--- src/rtl/rob_commit_ctl_pkg.sv ---
// Shared sizing, types and helpers for the ROB commit controller and issue logic.
package rob_commit_ctl_pkg;

  localparam int IQ_SIZE      = 8;  // IQ/ROB slots, power of two
  localparam int PTR_W        = 3;  // log2(IQ_SIZE)
  localparam int COMMIT_WIDTH = 2;  // max slots retired per cycle
  localparam int WRITE_PORTS  = 2;  // finish ports, one per ROB write bus

  typedef logic [PTR_W-1:0] ptr_t;
  typedef logic [PTR_W:0]   cnt_t;

  // Age of a slot relative to the head; wraps naturally because IQ_SIZE is a power of two.
  function automatic ptr_t rel_age(input ptr_t pos, input ptr_t head);
    return ptr_t'(pos - head);
  endfunction

  // 32-bit saturating add used by the optional commit statistics.
  function automatic logic [31:0] sat_add32(input logic [31:0] a, input logic [31:0] b);
    logic [32:0] sum;
    sum = {1'b0, a} + {1'b0, b};
    return sum[32] ? 32'hffff_ffff : sum[31:0];
  endfunction

endpackage

--- src/rtl/rob_commit_select.sv ---
// Commit window selection: walks from the head through up to COMMIT_WIDTH
// occupied slots and stops at the first slot that is neither done nor squashed.
module rob_commit_select
  import rob_commit_ctl_pkg::*;
(
  input  logic [PTR_W-1:0]   head,
  input  logic [PTR_W:0]     count,
  input  logic [IQ_SIZE-1:0] ret_vec,
  output logic [PTR_W:0]     k,
  output logic [IQ_SIZE-1:0] commitbit
);

  logic run;
  ptr_t idx;

  // Ripple chain: each window position retires only if every older position does.
  always_comb begin
    k         = '0;
    commitbit = '0;
    run       = 1'b1;
    idx       = head;
    for (int j = 0; j < COMMIT_WIDTH; j++) begin
      idx = ptr_t'(head + ptr_t'(j));
      run = run && (cnt_t'(j) < count) && ret_vec[idx];
      if (run) begin
        commitbit[idx] = 1'b1;
        k              = k + cnt_t'(1);
      end
    end
  end

endmodule

--- src/rtl/rob_commit_ctl.sv ---
// In-order commit scheduler for the versioned register file.
// Tracks each IQ/ROB slot from allocation through finish/squash to retirement
// and drives commitbit/flushbit for the ROB->regfile commit on the next edge.
// Optional feature: define COMMIT_STATS_EN to add saturating commit/flush/stall counters.
module rob_commit_ctl
  import rob_commit_ctl_pkg::*;
(
  input  logic                         clk,
  input  logic                         rst,
  input  logic                         alloc_valid,
  output logic                         alloc_ready,
  output logic [PTR_W-1:0]             alloc_pos,
  input  logic [WRITE_PORTS-1:0]       finish_we,
  input  logic [WRITE_PORTS*PTR_W-1:0] finish_pos,
  input  logic                         flush_req,
  input  logic [PTR_W-1:0]             flush_pos,
  output logic [IQ_SIZE-1:0]           commitbit,
  output logic [IQ_SIZE-1:0]           flushbit,
  output logic [PTR_W-1:0]             head_pos,
  output logic [PTR_W:0]               count
`ifdef COMMIT_STATS_EN
  ,
  output logic [31:0]                  stat_commit,
  output logic [31:0]                  stat_flush,
  output logic [31:0]                  stat_stall
`endif
);

  // Handshake: an allocation happens on a clock edge where alloc_valid && alloc_ready;
  // alloc_ready never depends on alloc_valid, and the granted slot is alloc_pos.

  ptr_t                head_q, tail_q;
  cnt_t                count_q;
  logic [IQ_SIZE-1:0]  valid_q, done_q, sq_q;

  logic [IQ_SIZE-1:0]  valid_n, done_n, sq_n;
  logic [IQ_SIZE-1:0]  ret_vec, fin_vec, squash_vec;
  logic                alloc_fire, flush_ok;
  ptr_t                flush_age;
  cnt_t                k;

  assign ret_vec = valid_q & (done_q | sq_q);

  rob_commit_select u_select (
    .head      (head_q),
    .count     (count_q),
    .ret_vec   (ret_vec),
    .k         (k),
    .commitbit (commitbit)
  );

  assign alloc_ready = !rst && !flush_req && (count_q < cnt_t'(IQ_SIZE));
  assign alloc_fire  = alloc_valid && alloc_ready;
  assign alloc_pos   = tail_q;
  assign flushbit    = sq_q;
  assign head_pos    = head_q;
  assign count       = count_q;

  // A flush is honoured only if the mispredicting slot is live and not already squashed.
  assign flush_ok  = flush_req && valid_q[flush_pos] && !sq_q[flush_pos];
  assign flush_age = rel_age(flush_pos, head_q);

  // Finish requests and squash targets, both evaluated against pre-edge state.
  always_comb begin
    fin_vec    = '0;
    squash_vec = '0;
    for (int p = 0; p < WRITE_PORTS; p++) begin
      if (finish_we[p] && valid_q[finish_pos[p*PTR_W +: PTR_W]] &&
          !sq_q[finish_pos[p*PTR_W +: PTR_W]])
        fin_vec[finish_pos[p*PTR_W +: PTR_W]] = 1'b1;
    end
    for (int i = 0; i < IQ_SIZE; i++) begin
      if (flush_ok && valid_q[i] && (rel_age(ptr_t'(i), head_q) > flush_age))
        squash_vec[i] = 1'b1;
    end
  end

  // Next per-slot state: squash beats finish, retirement clears, allocation seeds the tail.
  always_comb begin
    valid_n = valid_q;
    done_n  = done_q;
    sq_n    = sq_q;
    for (int i = 0; i < IQ_SIZE; i++) begin
      if (squash_vec[i])
        sq_n[i] = 1'b1;
      if (fin_vec[i] && !squash_vec[i])
        done_n[i] = 1'b1;
      if (commitbit[i]) begin
        valid_n[i] = 1'b0;
        done_n[i]  = 1'b0;
        sq_n[i]    = 1'b0;
      end
    end
    if (alloc_fire) begin
      valid_n[tail_q] = 1'b1;
      done_n[tail_q]  = 1'b0;
      sq_n[tail_q]    = 1'b0;
    end
  end

  // Pointer, occupancy and slot-state registers.
  always_ff @(posedge clk) begin
    if (rst) begin
      head_q  <= '0;
      tail_q  <= '0;
      count_q <= '0;
      valid_q <= '0;
      done_q  <= '0;
      sq_q    <= '0;
    end else begin
      head_q  <= ptr_t'(head_q + k);
      tail_q  <= ptr_t'(tail_q + ptr_t'(alloc_fire));
      count_q <= count_q + cnt_t'(alloc_fire) - k;
      valid_q <= valid_n;
      done_q  <= done_n;
      sq_q    <= sq_n;
    end
  end

`ifdef COMMIT_STATS_EN
  cnt_t sq_ret;

  // Number of squashed slots inside this cycle's commit window.
  always_comb begin
    sq_ret = '0;
    for (int i = 0; i < IQ_SIZE; i++)
      sq_ret = sq_ret + cnt_t'(commitbit[i] & sq_q[i]);
  end

  // Saturating retirement statistics.
  always_ff @(posedge clk) begin
    if (rst) begin
      stat_commit <= '0;
      stat_flush  <= '0;
      stat_stall  <= '0;
    end else begin
      stat_commit <= sat_add32(stat_commit, 32'(k - sq_ret));
      stat_flush  <= sat_add32(stat_flush, 32'(sq_ret));
      stat_stall  <= sat_add32(stat_stall, 32'((count_q != '0) && (k == '0)));
    end
  end
`endif

endmodule

--- config.mk ---
export PLATFORM = sky130hd
export DESIGN_NAME = rob_commit_ctl
export DESIGN_NICKNAME = d
export VERILOG_FILES = /design/src/rtl/rob_commit_ctl_pkg.sv /design/src/rtl/rob_commit_select.sv /design/src/rtl/rob_commit_ctl.sv
export SDC_FILE = /design/constraint.sdc
export NUM_CORES = 1
export LEC_CHECK = 0
export BUFFER_PORTS_ARGS = -buffer_cell sky130_fd_sc_hd__buf_2
export CAP_MARGIN = 10
export CORE_MARGIN = 2
export CORE_UTILIZATION = 43
export CTS_CLUSTER_SIZE = 28
export DETAILED_ROUTE_END_ITERATION = 8
export GPL_TIMING_DRIVEN = 0
export PLACE_DENSITY = 0.65
export RECOVER_POWER = 25
export SYNTH_ARGS = -nofsm -noshare
export SYNTH_HDL_FRONTEND = slang
export SYNTH_HIERARCHICAL = 1
export SYNTH_SLANG_ARGS = --single-unit
export TNS_END_PERCENT = 1
--- constraint.sdc ---
create_clock -name clk -period 2.9 [get_ports clk]
set_input_delay 0 -clock clk [delete_from_list [all_inputs] [get_ports clk]]
set_output_delay 0 -clock clk [all_outputs]
set_load 0.005 [all_outputs]
; ---- After elaboration in Yosys (flattened, before gate mapping)
; Cells that the tools add are included.
[totals]
ff_bits = 34
out_inout_bits = 27
wordCells = 188
input_bits = 15
[classes]
n_mux = 83
n_addsub = 15
n_reduce_logical = 54
n_lt_le_gt_ge = 22
n_bitwise = 8
[ops]
columns = operator, n
row1 = $mux 1, 62
row2 = $mux 8, 7
row3 = $logic_and 1x1->1, 41
row4 = $or 8x8->8, 4
row5 = $and 8x8->8, 3
row6 = $bmux 1 s3, 8
row7 = $gt 3x3->1, 8
row8 = $lt 3x4->1 const B, 6
row9 = $demux 1 s3, 5
row10 = $ge 3x1->1 const B, 5
row11 = $logic_not 1->1, 13
row12 = $sub 3x3->3 const A, 4
row13 = $lt 1x4->1 const A, 2
row14 = $not 8->8, 1
row15 = $sub 1x3->3 const A, 2
row16 = $sub 2x3->3 const A, 2
row17 = $add 4x1->4, 1
row18 = $add 4x1->4 const B, 1
row19 = $lt 4x4->1 const B, 1
row20 = $mux 4, 1
row21 = $sub 4x4->4, 1
row22 = $add 3x1->3, 1
row23 = $add 3x1->3 const B, 1
row24 = $add 3x3->3, 1
row25 = $sub 3x3->3, 1

; ---- Longest topological paths before layout
; Gate-level depths: netlist (run 1).
[depth]
word_depth = 13
mapped_depth = 14
mapped_depth_nobuf = 14

; ---- Hierarchy
; Netlist (run 1), hierarchy kept.
[modules_own_cells]
columns = mod, seq_area_each_um2, instances, cells_per_inst, area_each_um2
row1 = rob_commit_ctl, 680.7, 1, 295, 2556.2
row2 = rob_commit_select, 0.0, 1, 64, 466.7

; ---- Worst setup path after synthesis (run 1)
; Ideal clock, no wire load.
[synth_path]
path_kind = register to register
startpoint = register head_q[0], in the netlist head_pos[0]
endpoint = register count_q[2], in the netlist count[2]
path_stages_with_launch = 14
t_required_ns = 2.772
setup_slack_ns = -0.178
synth_period_minus_slack_ns = 3.078
path_buffers = 1
setup_ns = 0.128
t_arrival_ns = 2.951
cell_sequence = dfxtp_1 ha_1 buf_2 mux2_1 o21ai_1 a2111oi_1 ha_1 ha_1 inv_1 ha_1 inv_1 fa_1 xor2_1 nor2_1
[synth_between]
elab_chain_cells = 7
word_cells_on_any_way = 12
classes_between = add/sub (3) / mux (6) / reduce/logical (3)
[synth_rtl]
columns = element, line
row1 = start: declaration, rob_commit_ctl.sv:32  ; ptr_t head_q, tail_q;
row2 = start signal: assignment, rob_commit_ctl.sv:111  ; head_q <= ptr_t'(head_q + k);
row3 = $bmux 1 s3, rob_commit_select.sv:24  ; run = run && (cnt_t'(j) < count) && ret_vec[idx];
row4 = $mux 1 (implied by the code), rob_commit_select.sv:24
row5 = $logic_and 1x1->1, rob_commit_select.sv:24
row6 = $mux 1 / $logic_and 1x1->1 (equally long branches), "rob_commit_select.sv:25, rob_commit_select.sv:24"
row7 = $add 4x1->4 / $logic_and 1x1->1 (equally long branches), "rob_commit_select.sv:27, rob_commit_select.sv:24"
row8 = $mux 4 (*), rob_commit_select.sv:25  ; if (run) begin
row9 = net k[0], rob_commit_ctl.sv:40  ; cnt_t k;
row10 = $sub 4x4->4 (*), rob_commit_ctl.sv:113  ; count_q <= count_q + cnt_t'(alloc_fire) - k;
row11 = end signal: assignment, rob_commit_ctl.sv:113
row12 = end: declaration, rob_commit_ctl.sv:33  ; cnt_t count_q;
; The timed path passes the listed nets; every way through them passes the cells marked *. The select of a mux whose other input is x is not followed.
; A chain may end at the register's enable or synchronous reset.

; ---- Worst setup path in the final report (run 1)
[layout_path]
startpoint = register valid_q[5]
endpoint = register count_q[1], in the netlist count[1]
[layout_between]
elab_chain_cells = 8
word_cells_on_any_way = 12
classes_between = add/sub (2) / mux (6) / bitwise (1) / reduce/logical (3)
[layout_rtl]
columns = element, line
row1 = start: declaration, rob_commit_ctl.sv:34  ; logic [IQ_SIZE-1:0] valid_q, done_q, sq_q;
row2 = start signal: assignment, rob_commit_ctl.sv:114  ; valid_q <= valid_n;
row3 = $and 8x8->8 (*), rob_commit_ctl.sv:42  ; assign ret_vec = valid_q & (done_q | sq_q);
row4 = net ret_vec[5], rob_commit_ctl.sv:37  ; logic [IQ_SIZE-1:0] ret_vec, fin_vec, squash_vec;
row5 = $bmux 1 s3, rob_commit_select.sv:24
row6 = $mux 1 (implied by the code), rob_commit_select.sv:24
row7 = $logic_and 1x1->1, rob_commit_select.sv:24
row8 = $mux 1 / $logic_and 1x1->1 (equally long branches), "rob_commit_select.sv:25, rob_commit_select.sv:24"
row9 = $add 4x1->4 / $logic_and 1x1->1 (equally long branches), "rob_commit_select.sv:27, rob_commit_select.sv:24"
row10 = $mux 4 (*), rob_commit_select.sv:25
row11 = net k[0], rob_commit_ctl.sv:40
row12 = $sub 4x4->4 (*), rob_commit_ctl.sv:113
; Marks and branches as above.

==> impl_results.md, run 1 <==
* Status: finished with violations
* Failing checks: negative setup slack
* Vias in the first global route at 2,669
* Placer Congestion at 0.870
* Via Count at 2,887
* Layout area overhead at 29.6%
* Count leader, synth: dfxtp_1
* Cts hold-fix bufs at 0
* Final wirelength at roughly 8.7 mm
* First-pass GRT wire length at 13.5 mm
* Syn. warnings at 6
* Input/output buffers at 36
* Largest net degree at the start of global routing at 12
* Crit. End Element: flop
* Core area at 6790 µm²
* H-Tree Level Count at 2
* Clock sink count at 34
* CTS root buffer: clkbuf_8
* Synthesized area at 3020 µm²
* DP HPWL at 6.36 mm
* Mapped Cells at 359
* Internal at 946 µW
* Die area at a little under 8000 µm²
* Post-DR vias/cell at roughly 5.5
* Distinct cells, synth at 70
* Post-synth top area share at 22.5%
* Num CTS Buffers at 5
* Worst slew margin at 58.2%
* Average wire per standard cell at 16.6 µm
* Inst Count DP at 492
* Tcrit/Tclk final at 104%
* Final ANT Viol Nets at 0
* Ports at 42
* Worst path required time at 3.07 ns
* Overflow after GRT at 0
* Top cells by area, synth: dfxtp_1 23%, ha_1 8.7%, mux2i_1 4.3%, nor2b_1 4.1%, nor2_1 3.5%
* Pwr per Cell Area at 335 nW/µm²
* Endpoints failing hold at 0
* Worst path max stage delay at ~0.53 ns
* Crit path launch type: flop
* RSZ-0062 raised after global routing: yes
* Sequential power share at 37.4%
* Worst min path class: input port to flop
* Crit-path slowest cell: mux4_2
* Share of post-route cells with drive strength above 1 at 35.5%
* Initial Utilization at between 40% and 50%
* Non-Filler Instances at ~520
* Leak at 0.00155 µW
* Crit Path Class: flop to flop
* DRT iter0 DRCs at around 180
* Final setup vio count at 4
* Crit path time final at 3.01 ns
* Top post-synthesis cells by count: 34 x dfxtp_1, 28 x nor2_1, 27 x inv_1
* Final WS setup at -0.111 ns
* Worst Skew at 0.00951 ns
* Max IR drop VDD at 0.000239 V
* DRC Markers at 0
* Arr. time, crit path at 3.18 ns
* NetSw at roughly 360 µW
* Sequential area share after synthesis at between 20% and 30%
* CTS tree: built
* CP Cell Sequence: o21a_1 > mux2i_1 > mux4_2 > a2111oi_4 > ha_2 > ha_4 > inv_2 > ha_4 > inv_2 > fa_2 > nor2_1
* ANT cells at 0
* Primary FF master, synth: dfxtp_1
* Worst skew pair latency at 0.30 ns
* Critical path fanouts, max at 5
* Chip height at just under 90 µm
* Async S/R FF share, synth at 0%
* Synthesized flop and latch total at 34
* Global Route Usage Sum at a little under a quarter
* Chip width at approximately 88 µm
* Antenna violations before repair at 0
* FMAX at 332 MHz
* Final nets at 466
* CTS Buffer Depth at 2
* Sw frac at between 20% and 30%
* Combinational fraction of design power at between 20 and 25%
* Synth area leader: dfxtp_1
* Max-cap violations at 0
* Max Slew Vio Count at 0
* FP Rows at 30
* Tightest Pin Transition at approximately 0.63 ns
* Syn Area/Cell at 8.42 µm²
* DRT Pass-1 Iters at 4
* Post-layout util at 57.6%
* EDFF count, synth at 0
* Clock power share at a little over two fifths
* Clock transition at path regs at 0.08 ns
[logic make-up (layout without fill, tap and decap cells)]
group / after synthesis / count (layout) / synth area share [%]
buffers and inverters: 49 / 117 / 7.37
AND/OR/NAND/NOR: 133 / 133 / 25.3
XOR/XNOR: 16 / 16 / 4.64
flip-flops: 34 / 34 / 22.5
adder cells (fa/ha/maj): 24 / 24 / 10.7
other: 1 / 2 / 0.124
multiplexers: 19 / 19 / 8.03
AO/OA/AOI/OAI: 83 / 83 / 21.3
[state kept, by name, summed over array words and instances, names as in the netlist]
register / count
done_q: 8
valid_q: 8
flushbit: 8
alloc_pos: 3
head_pos: 3
count: 4
[critical path, delay by kind of cell (launching register included)]
family	cells	cell delay (ns)
and+or+nand+nor	1	0.03
adders and majority gates	4	1.20
muxes	2	0.62
buffers and inverters	2	0.09
DFF	1	0.39
AOI/OAI and AO/OA	2	0.54
[power by group through the flow]
stage | logic [µW] | clock network [µW] | registers, µW
detailed placement | 243 | 0 | 512
global placement | 241 | 0 | 512
global route | 297 | 587 | 493
finish | 268 | 552 | 490
CTS | 251 | 565 | 494
floorplan | 178 | 0 | 507
[cell usage in the layout (no fill, tap or decap), drive strengths merged, types with 3 or more instances in the layout]
| master | synthesis | final |
|---|---|---|
| nand4b | 5 | 5 |
| nor2b | 21 | 21 |
| nor3 | 13 | 13 |
| buf | 12 | 72 |
| o211ai | 3 | 3 |
| o21a | 11 | 11 |
| mux4 | 4 | 4 |
| nand3 | 6 | 6 |
| a21boi | 4 | 4 |
| a31oi | 5 | 5 |
| nor3b | 8 | 8 |
| o311ai | 3 | 3 |
| a21o | 4 | 4 |
| fa | 3 | 3 |
| nand3b | 5 | 5 |
| nor4b | 5 | 5 |
| nor2 | 33 | 33 |
| nand2b | 8 | 8 |
| a21oi | 15 | 15 |
| dfxtp | 34 | 34 |
| xnor2 | 11 | 11 |
| mux2i | 13 | 13 |
| clkbuf | 9 | 15 |
| ha | 21 | 21 |
| nand2 | 20 | 20 |
| a211o | 4 | 4 |
| o21ai | 5 | 5 |
| a211oi | 3 | 3 |
| xor2 | 5 | 5 |
| inv | 28 | 28 |
| a32oi | 3 | 3 |
[path summary, 6_finish.rpt]
check | startpoint | end | slack, ns | cells past startpoint
worst max-delay path | valid_q[5] | count[1] | -0.11 | 11
worst min-delay path | finish_pos[2] | done_q[6] | 0.19 | 5
worst max register to register | valid_q[5] | count[1] | -0.11 | 11
worst min register to register | done_q[6] | done_q[6] | 0.46 | 2
[cell type report]
type / count / area (µm²)
Timing Repair Buffer: 61 / 372
Inverter: 28 / 105
Clock inverter: 2 / 60.1
Clock buffer: 6 / 82.6
Fill cell: 633 / 2880
Buffer: 20 / 118
Tap cell: 96 / 120
Multi-Input combinational cell: 277 / 2310
Sequential cell: 34 / 746
[metrics by stage]
step                      power (µW)  cell area (µm²)  setup WS (ns)  TNS, ns  hold WS (ns)
after global routing            1380             3920         -0.158   -0.575         0.200
final                           1310             3920         -0.111   -0.305         0.195
after global placement           752             3350         -0.310    -1.23         0.317
after floorplan                  685             3050         0.0278        0        0.0365
after CTS                       1310             3640        -0.0288  -0.0288         0.184
after detailed placement         755             3350         -0.332    -1.44         0.315
[repair_timing]
item / 4_1_cts / 5_1_grt
gates cloned: 0 / 0
pin swaps: 2 / 15
setup endpoints to repair: 6 / 10
resized for setup: 34 / 39
hold endpoints to repair: 0 / 0
buffers inserted: 9 / 17
[per-layer routing]
metal | GRT usage [%] | part of all wire [%]
met1 | 32.5 | 45
met2 | 37.1 | 46
met4 | 5.73 | 1.4
met5 | 0 | 0
met3 | 4.62 | 6.8
No activity file was read; power rests on OpenSTA's default activity.
==> run 2: changes to the inputs <==
Settings changed: PLACE_DENSITY 0.65 to unset.
Clock period 2.9 ns to 3.25 ns, I/O delays scaled along.
==> run 2 against run 1 <==
  * The flow now finishes without violations
  * Power decreased by 10%
  * Routed wire length decreased by 4.2%
  * Cell count decreased by 3.8%
  * Combinational power decreased by 16%
  * Maximum frequency decreased by 3.1%
  * Clock-buffer cell count unchanged
  * Die area unchanged
  * Clock skew about the same
  * Highest routed layer unchanged
==> impl_results.md, run 2 (synthesized netlist as in run 1, its figures left out) <==
* Status: finished, final reports clean
* Clock power share at 42.9% (+0.7 points)
* Critical path fanouts, max at 6 (+1)
* Worst slew margin at 54.0% (-4.1 points)
* NetSw at 328 µW (-9.9%)
* Final WS setup at 0.143 ns (+0.254 ns)
* Overflow after GRT at 0 (unchanged)
* Final nets at 446 (-4.3%)
* Core area at 6790 µm² (unchanged)
* CTS tree: built
* CP delay by family, top: adder cells
* DRT iter0 DRCs at 131 (-29%)
* DRT Pass-1 Iters at 5 (+1)
* Worst min path class: input port to flop
* Chip width at 87.8 µm (unchanged)
* Final wirelength at 8.31 mm (-4.2%)
* Max-cap violations at 0 (unchanged)
* Largest net degree at the start of global routing at 12 (unchanged)
* Post-DR vias/cell at 5.54 (+0.62%)
* Multi-input logic area at 2170 µm² (-6.4%)
* Most common cell after layout, fill and taps aside: buf_2
* Crit. End Element: flop
* Final setup vio count at 0 (-4)
* Arr. time, crit path at 3.28 ns (+0.10 ns)
* DP Worst Slack at -0.0858 ns (+0.246 ns)
* Num CTS Buffers at 5 (unchanged)
* Max Slew Vio Count at 0 (unchanged)
* Input/output buffers at 36 (unchanged)
* Commonest non-fill, non-tap cells in the layout: 38 x buf_2, 27 x inv_1, 27 x nor2_1
* Crit path launch type: flop
* CTS Buffer Depth at 2 (unchanged)
* Clock transition at path regs at 0.08 ns (about the same)
* Sw frac at 27.9% (+0.14 points)
* CP Cell Sequence: o21a_1 > mux2i_1 > mux4_2 > a2111oi_4 > ha_1 > ha_1 > inv_1 > ha_1 > inv_1 > fa_1 > xor2_1 > nor2_1
* Share of post-route cells with drive strength above 1 at 25.0% (-11 points)
* Register area at 708 µm² (-5.0%)
* Endpoints failing hold at 0 (unchanged)
* FP Rows at 30 (unchanged)
* H-Tree Level Count at 2 (unchanged)
* Most frequent CP cell: ha_1
* Initial Utilization at 44.5% (unchanged)
* Die area at 7720 µm² (unchanged)
* Crit path time final at 3.11 ns (+0.0964 ns)
* Final ANT Viol Nets at 0 (unchanged)
* Worst skew pair latency at 0.29 ns (about the same)
* Sequential power share at 37.9% (+0.5 points)
* Antenna violations before repair at 0 (unchanged)
* Leak at 0.00142 µW (-8.6%)
* CP Buf/Inv Count at 2 (unchanged)
* Crit-path slowest cell: mux4_2
* Cts hold-fix bufs at 0 (unchanged)
* Post-layout util at 52.6% (-5.1 points)
* Crit Path Class: flop to flop
* Ports at 42 (unchanged)
* Via Count at 2,794 (-3.2%)
* Clock sink count at 34 (unchanged)
* Worst Skew at 0.00954 ns (+0.0000340 ns)
* Global Route Usage Sum at 22.3% (-0.98 points)
* # fillers at 649 (+2.5%)
* Chip height at 87.8 µm (unchanged)
* Worst path required time at 3.42 ns (+0.35 ns)
* DRC Markers at 0 (unchanged)
* First-pass GRT wire length at 13.3 mm (-1.7%)
* Tightest Pin Transition at 0.685 ns (+0.0592 ns)
* Pwr per Cell Area at 329 nW/µm² (-1.6%)
* Hold WS at 0.173 ns (-0.0213 ns)
* CTS root buffer: clkbuf_8
* Internal at 847 µW (-10%)
* FMAX at 322 MHz (-3.1%)
* Tcrit/Tclk final at 95.6% (-8.2 points)
* Worst path max stage delay at 0.52 ns (about the same)
* ANT cells at 0 (unchanged)
* Placer Congestion at 0.894 (+2.7%)
* Average wire per standard cell at 16.5 µm (-0.39%)
* Vias in the first global route at 2,610 (-2.2%)
* Layout area overhead at 18.1%
* Max IR drop VDD at 0.000188 V (-21%)
* DP HPWL at 6.35 mm (-0.13%)
* Combinational fraction of design power at 19.2% (-1.3 points)
* RSZ-0062 raised after global routing: no
==> run 2: timing repair <==
item | CTS | global route
resized for setup | 3 | 27
cloned | 0 | 0
pin swaps | 0 | 3
setup buffers | 0 | 4
endpoints found under the setup margin | 5 | 3
==> run 2: final timing paths <==
kind	from	endpoint	slack, ns	cells past startpoint
setup / recovery	valid_q[1]	count[2]	0.14	12
hold / removal	finish_pos[2]	done_q[6]	0.17	5
setup reg to reg	valid_q[1]	count[2]	0.14	12
hold reg to reg	done_q[6]	done_q[6]	0.46	2
==> run 2: final cells by class <==
type	instances	share of cell area, %
Tap cell	96	3.36
Multi-Input combinational cell	277	60.7
Sequential cell	34	19.8
Clock buffer	6	2.31
Clock inverter	2	1.68
Buffer	21	3.43
Timing Repair Buffer	40	5.78
Inverter	28	2.94
==> run 2: power groups by stage <==
stage	clock network (µW)	logic, µW	registers, µW
2_1_floorplan	0	159	453
5_1_grt	523	250	448
6_report	504	226	445
3_5_place_dp	0	218	458
4_1_cts	507	219	448
3_3_place_gp	0	215	457
==> run 2: layer usage <==
layer	GRT usage [%]	wire length (µm)	vias up	part of all wire (%)
met3	3.86	453	9	5.4
met1	31.7	3960	1306	48
met2	36.0	3830	102	46
met4	3.92	71	0	0.85
met5	0	0	-	0
li1	-	-	1377	-
==> run 2: metrics by stage <==
| stage | setup TNS [ns] | cells | cell area [µm²] | total power (µW) |
|---|---|---|---|---|
| floorplan | 0 | 360 | 3030 | 612 |
| global placement | -0.161 | 492 | 3330 | 672 |
| detailed placement | -0.246 | 492 | 3330 | 675 |
| CTS | 0 | 500 | 3470 | 1170 |
| global route | 0 | 504 | 3570 | 1220 |
| finish | 0 | 504 | 3570 | 1180 |
==> run 2: worst register-to-register path: stages, from the launching register on <==
cell and delay (ns):
dfxtp_2 0.43, o21a_1 0.20, mux2i_1 0.09, mux4_2 0.52
a2111oi_4 0.34, ha_1 0.30, ha_1 0.29, inv_1 0.05
ha_1 0.16, inv_1 0.05, fa_1 0.37, xor2_1 0.14
nor2_1 0.05
==> run 3: changes to the inputs <==
Settings changed: SYNTH_HIERARCHICAL 1 to unset.
==> run 3 against run 2 <==
  * Die area is 10% lower
  * Critical path type unchanged
  * Synthesized area fell by 11%
  * Sequential power fell by 4%
  * Highest routed layer unchanged
  * Final area is 4.4% lower
  * Largest power group is now sequential cells
  * Hold slack worse by 0.062 ns
==> impl_results.md, run 3 <==
* Die area at 6920 µm² (-10%)
* DRT iter0 DRCs at 234 (+79%)
* Distinct cells, synth at 65 (-7.1%)
* Max Slew Vio Count at 0 (unchanged)
* Core area at 5990 µm² (-12%)
* Global Route Usage Sum at 23.6% (+1.3 points)
* Crit Path Class: flop to flop
* Top cells by area, synth: dfxtp_1 25%, ha_1 12%, nor2_1 4.6%, inv_1 4.5%, nor4_1 3.2%
* Clock transition at path regs at 0.08 ns (about the same)
* Top Layer Used: met4
* CP Cell Sequence: o21ai_4 > and4_4 > or4_4 > or3_4 > buf_6 > nor3_4 > ha_4 > ha_4 > inv_2 > ha_4 > fa_2 > nor2b_1
* Largest net degree at the start of global routing at 13 (+1)
* Syn. warnings at 0 (-6)
* First-pass GRT wire length at 13.0 mm (-2.4%)
* Most frequent CP cell: ha_4
* # fillers at 571 (-12%)
* Worst slew margin at 53.1% (-0.93 points)
* Chip width at 83.2 µm (-5.3%)
* Placed cell areas at 2990 µm² (-10%)
* Wire length on met1 at 3.76 mm (-5.1%)
* Average wire per standard cell at 17.8 µm (+8.1%)
* Most common cell after layout, fill and taps aside: buf_2
* DRT Pass-1 Iters at 5 (unchanged)
* Crit path launch type: flop
* Max-cap violations at 0 (unchanged)
* Crit. End Element: flop
* Power, Total at 981 µW (-17%)
* Count leader, synth: dfxtp_1
* Initial Utilization at 45.0% (+0.49 points)
* Synthesized flop and latch total at 34 (unchanged)
* Worst path required time at 3.49 ns (+0.07 ns)
* Commonest non-fill, non-tap cells in the layout: 37 x buf_2, 32 x nor2_1, 27 x inv_1
* Post-DR vias/cell at 6.02 (+8.5%)
* Overflow after GRT at 0 (unchanged)
* Mapped Cells at 324 (-9.7%)
* CP Buf/Inv Count at 2 (unchanged)
* DP Worst Slack at -0.480 ns (-0.394 ns)
* Worst skew pair latency at 0.30 ns (about the same)
* DRC Markers at 0 (unchanged)
* FP Rows at 28 (-6.7%)
* Chip height at 83.2 µm (-5.3%)
* Sequential area share after synthesis at 25.3% (+2.7 points)
* Final nets at 427 (-4.3%)
* CTS root buffer: clkbuf_8
* Status: finished, final reports clean
* Final setup vio count at 0 (unchanged)
* Max IR drop VDD at 0.000211 V (+12%)
* Layout area overhead at 26.7%
* Final WS setup at 0.0157 ns (-0.127 ns)
* Vias in the first global route at 2,559 (-2.0%)
* Num CTS Buffers at 5 (unchanged)
* Post-Syn Nets at between 300 and 400
* Pwr per Cell Area at 287 nW/µm² (-13%)
* Top post-synthesis cells by count: 34 x dfxtp_1, 33 x nor2_1, 32 x inv_1
* CTS Buffer Depth at 2 (unchanged)
* Critical path fanouts, max at 3 (-3)
* Primary FF master, synth: dfxtp_1
* Synthesized area at 2700 µm² (-11%)
* RSZ-0062 raised after global routing: yes
* Leak at 0.00133 µW (-6.6%)
* Setup TNS Final at 0 ns (unchanged)
* Post-synth top area share at 25.3% (+2.7 points)
* Post-route cell area at 3410 µm² (-4.4%)
* Tcrit/Tclk final at 99.5% (+3.9 points)
* Syn Area/Cell at 8.32 µm² (-1.2%)
* Synth area leader: dfxtp_1
* Antenna violations before repair at 0 (unchanged)
* Crit-path slowest cell: or4_4
* Worst min path class: input port to flop
* Ports at 42 (unchanged)
* DP HPWL at 6.33 mm (-0.21%)
* Arr. time, crit path at 3.47 ns (+0.19 ns)
* Clock sink count at 34 (unchanged)
* Input/output buffers at 39 (+8.3%)
* EDFF count, synth at 0 (unchanged)
* Endpoints failing hold at 0 (unchanged)
* Share of post-route cells with drive strength above 1 at 29.2% (+4.2 points)
* CP delay by family, top: simple AND/OR/NAND/NOR gates
* Final wirelength at 8.18 mm (-1.6%)
* ANT cells at 0 (unchanged)
* Metal2 WL at 3.55 mm (-7.4%)
* Placer Congestion at 0.920 (+2.9%)
* Worst Skew at 0.00969 ns (+0.000152 ns)
* Worst path max stage delay at 0.52 ns (about the same)
* Final ANT Viol Nets at 0 (unchanged)
* Async S/R FF share, synth at 0% (unchanged)
* WL met3 at 659 µm (+45%)
* Crit path time final at 3.23 ns (+0.127 ns)
* H-Tree Level Count at 2 (unchanged)
* Tightest Pin Transition at 0.697 ns (+0.0116 ns)
* CTS tree: built
* Via Count at 2,761 (-1.2%)
* FMAX at 309 MHz (-3.9%)
## run 3: cell count changes after synthesis, sizes merged, moves of 7 or more
cell,previous run,this run
buf,12,3
nor3b,8,0
o21a,11,3
o32ai,0,7
nor2b,21,13
o21ai,5,14
nor4,0,14
mux2i,13,3
## run 3: power breakdown
group          internal [µW]  leakage, µW  switching, µW
clock                    229    0.0000547            175
combinational           58.3     0.000991           91.0
sequential               419     0.000281           8.44
## run 3: cell families (layout without fill, tap and decap cells)
kind of cell | after synthesis | in the layout | share of synthesized area, %
AO/OA/AOI/OAI | 76 | 76 | 21.4
XOR/XNOR | 9 | 9 | 3.48
adder cells (fa/ha/maj) | 32 | 32 | 15.4
buffers and inverters | 40 | 100 | 6.04
flip-flops | 34 | 34 | 25.3
multiplexers | 5 | 5 | 2.79
AND/OR/NAND/NOR | 128 | 128 | 25.6
## run 3: worst paths after layout
| check | start | endpoint | slack, ns | cells past startpoint |
|---|---|---|---|---|
| setup / recovery | valid_q[7] | count[1] | 0.02 | 12 |
| hold / removal | rst | alloc_pos[0] | 0.11 | 2 |
| setup reg to reg | valid_q[7] | count[1] | 0.02 | 12 |
| hold reg to reg | done_q[0] | done_q[0] | 0.47 | 2 |
## run 3: through the flow
step                      utilization, %  instances  hold WS, ns
after floorplan                        -        324       0.0389
after global placement              50.0        438        0.314
after detailed placement            50.0        438        0.321
after CTS                           54.9        457        0.123
after global routing                57.0        459        0.139
final                               57.0        459        0.111
## run 3: per-layer routing
layer	up-vias	track usage [%]
met4	0	8.64
met3	25	5.07
met1	1288	33.6
met5	-	0
met2	131	35.0
li1	1317	-
## run 3: layout make-up
type,instances,area [µm²],area share [%]
multi-input combinational,250,2020,59.2
sequential,34,707,20.7
timing repair buffer,52,298,8.72
inverter,33,134,3.92
tap,75,93.8,2.75
clock buffer,5,68.8,2.02
buffer,7,48.8,1.43
clock inverter,3,43.8,1.28
## run 3: repair_timing
action                                  4_1_cts  5_1_grt
pin swaps                                     8        8
setup buffers                                11        2
endpoints found under the setup margin        8        5
hold buffers                                  0        0
cloned                                        0        0
resized for setup                            30       21
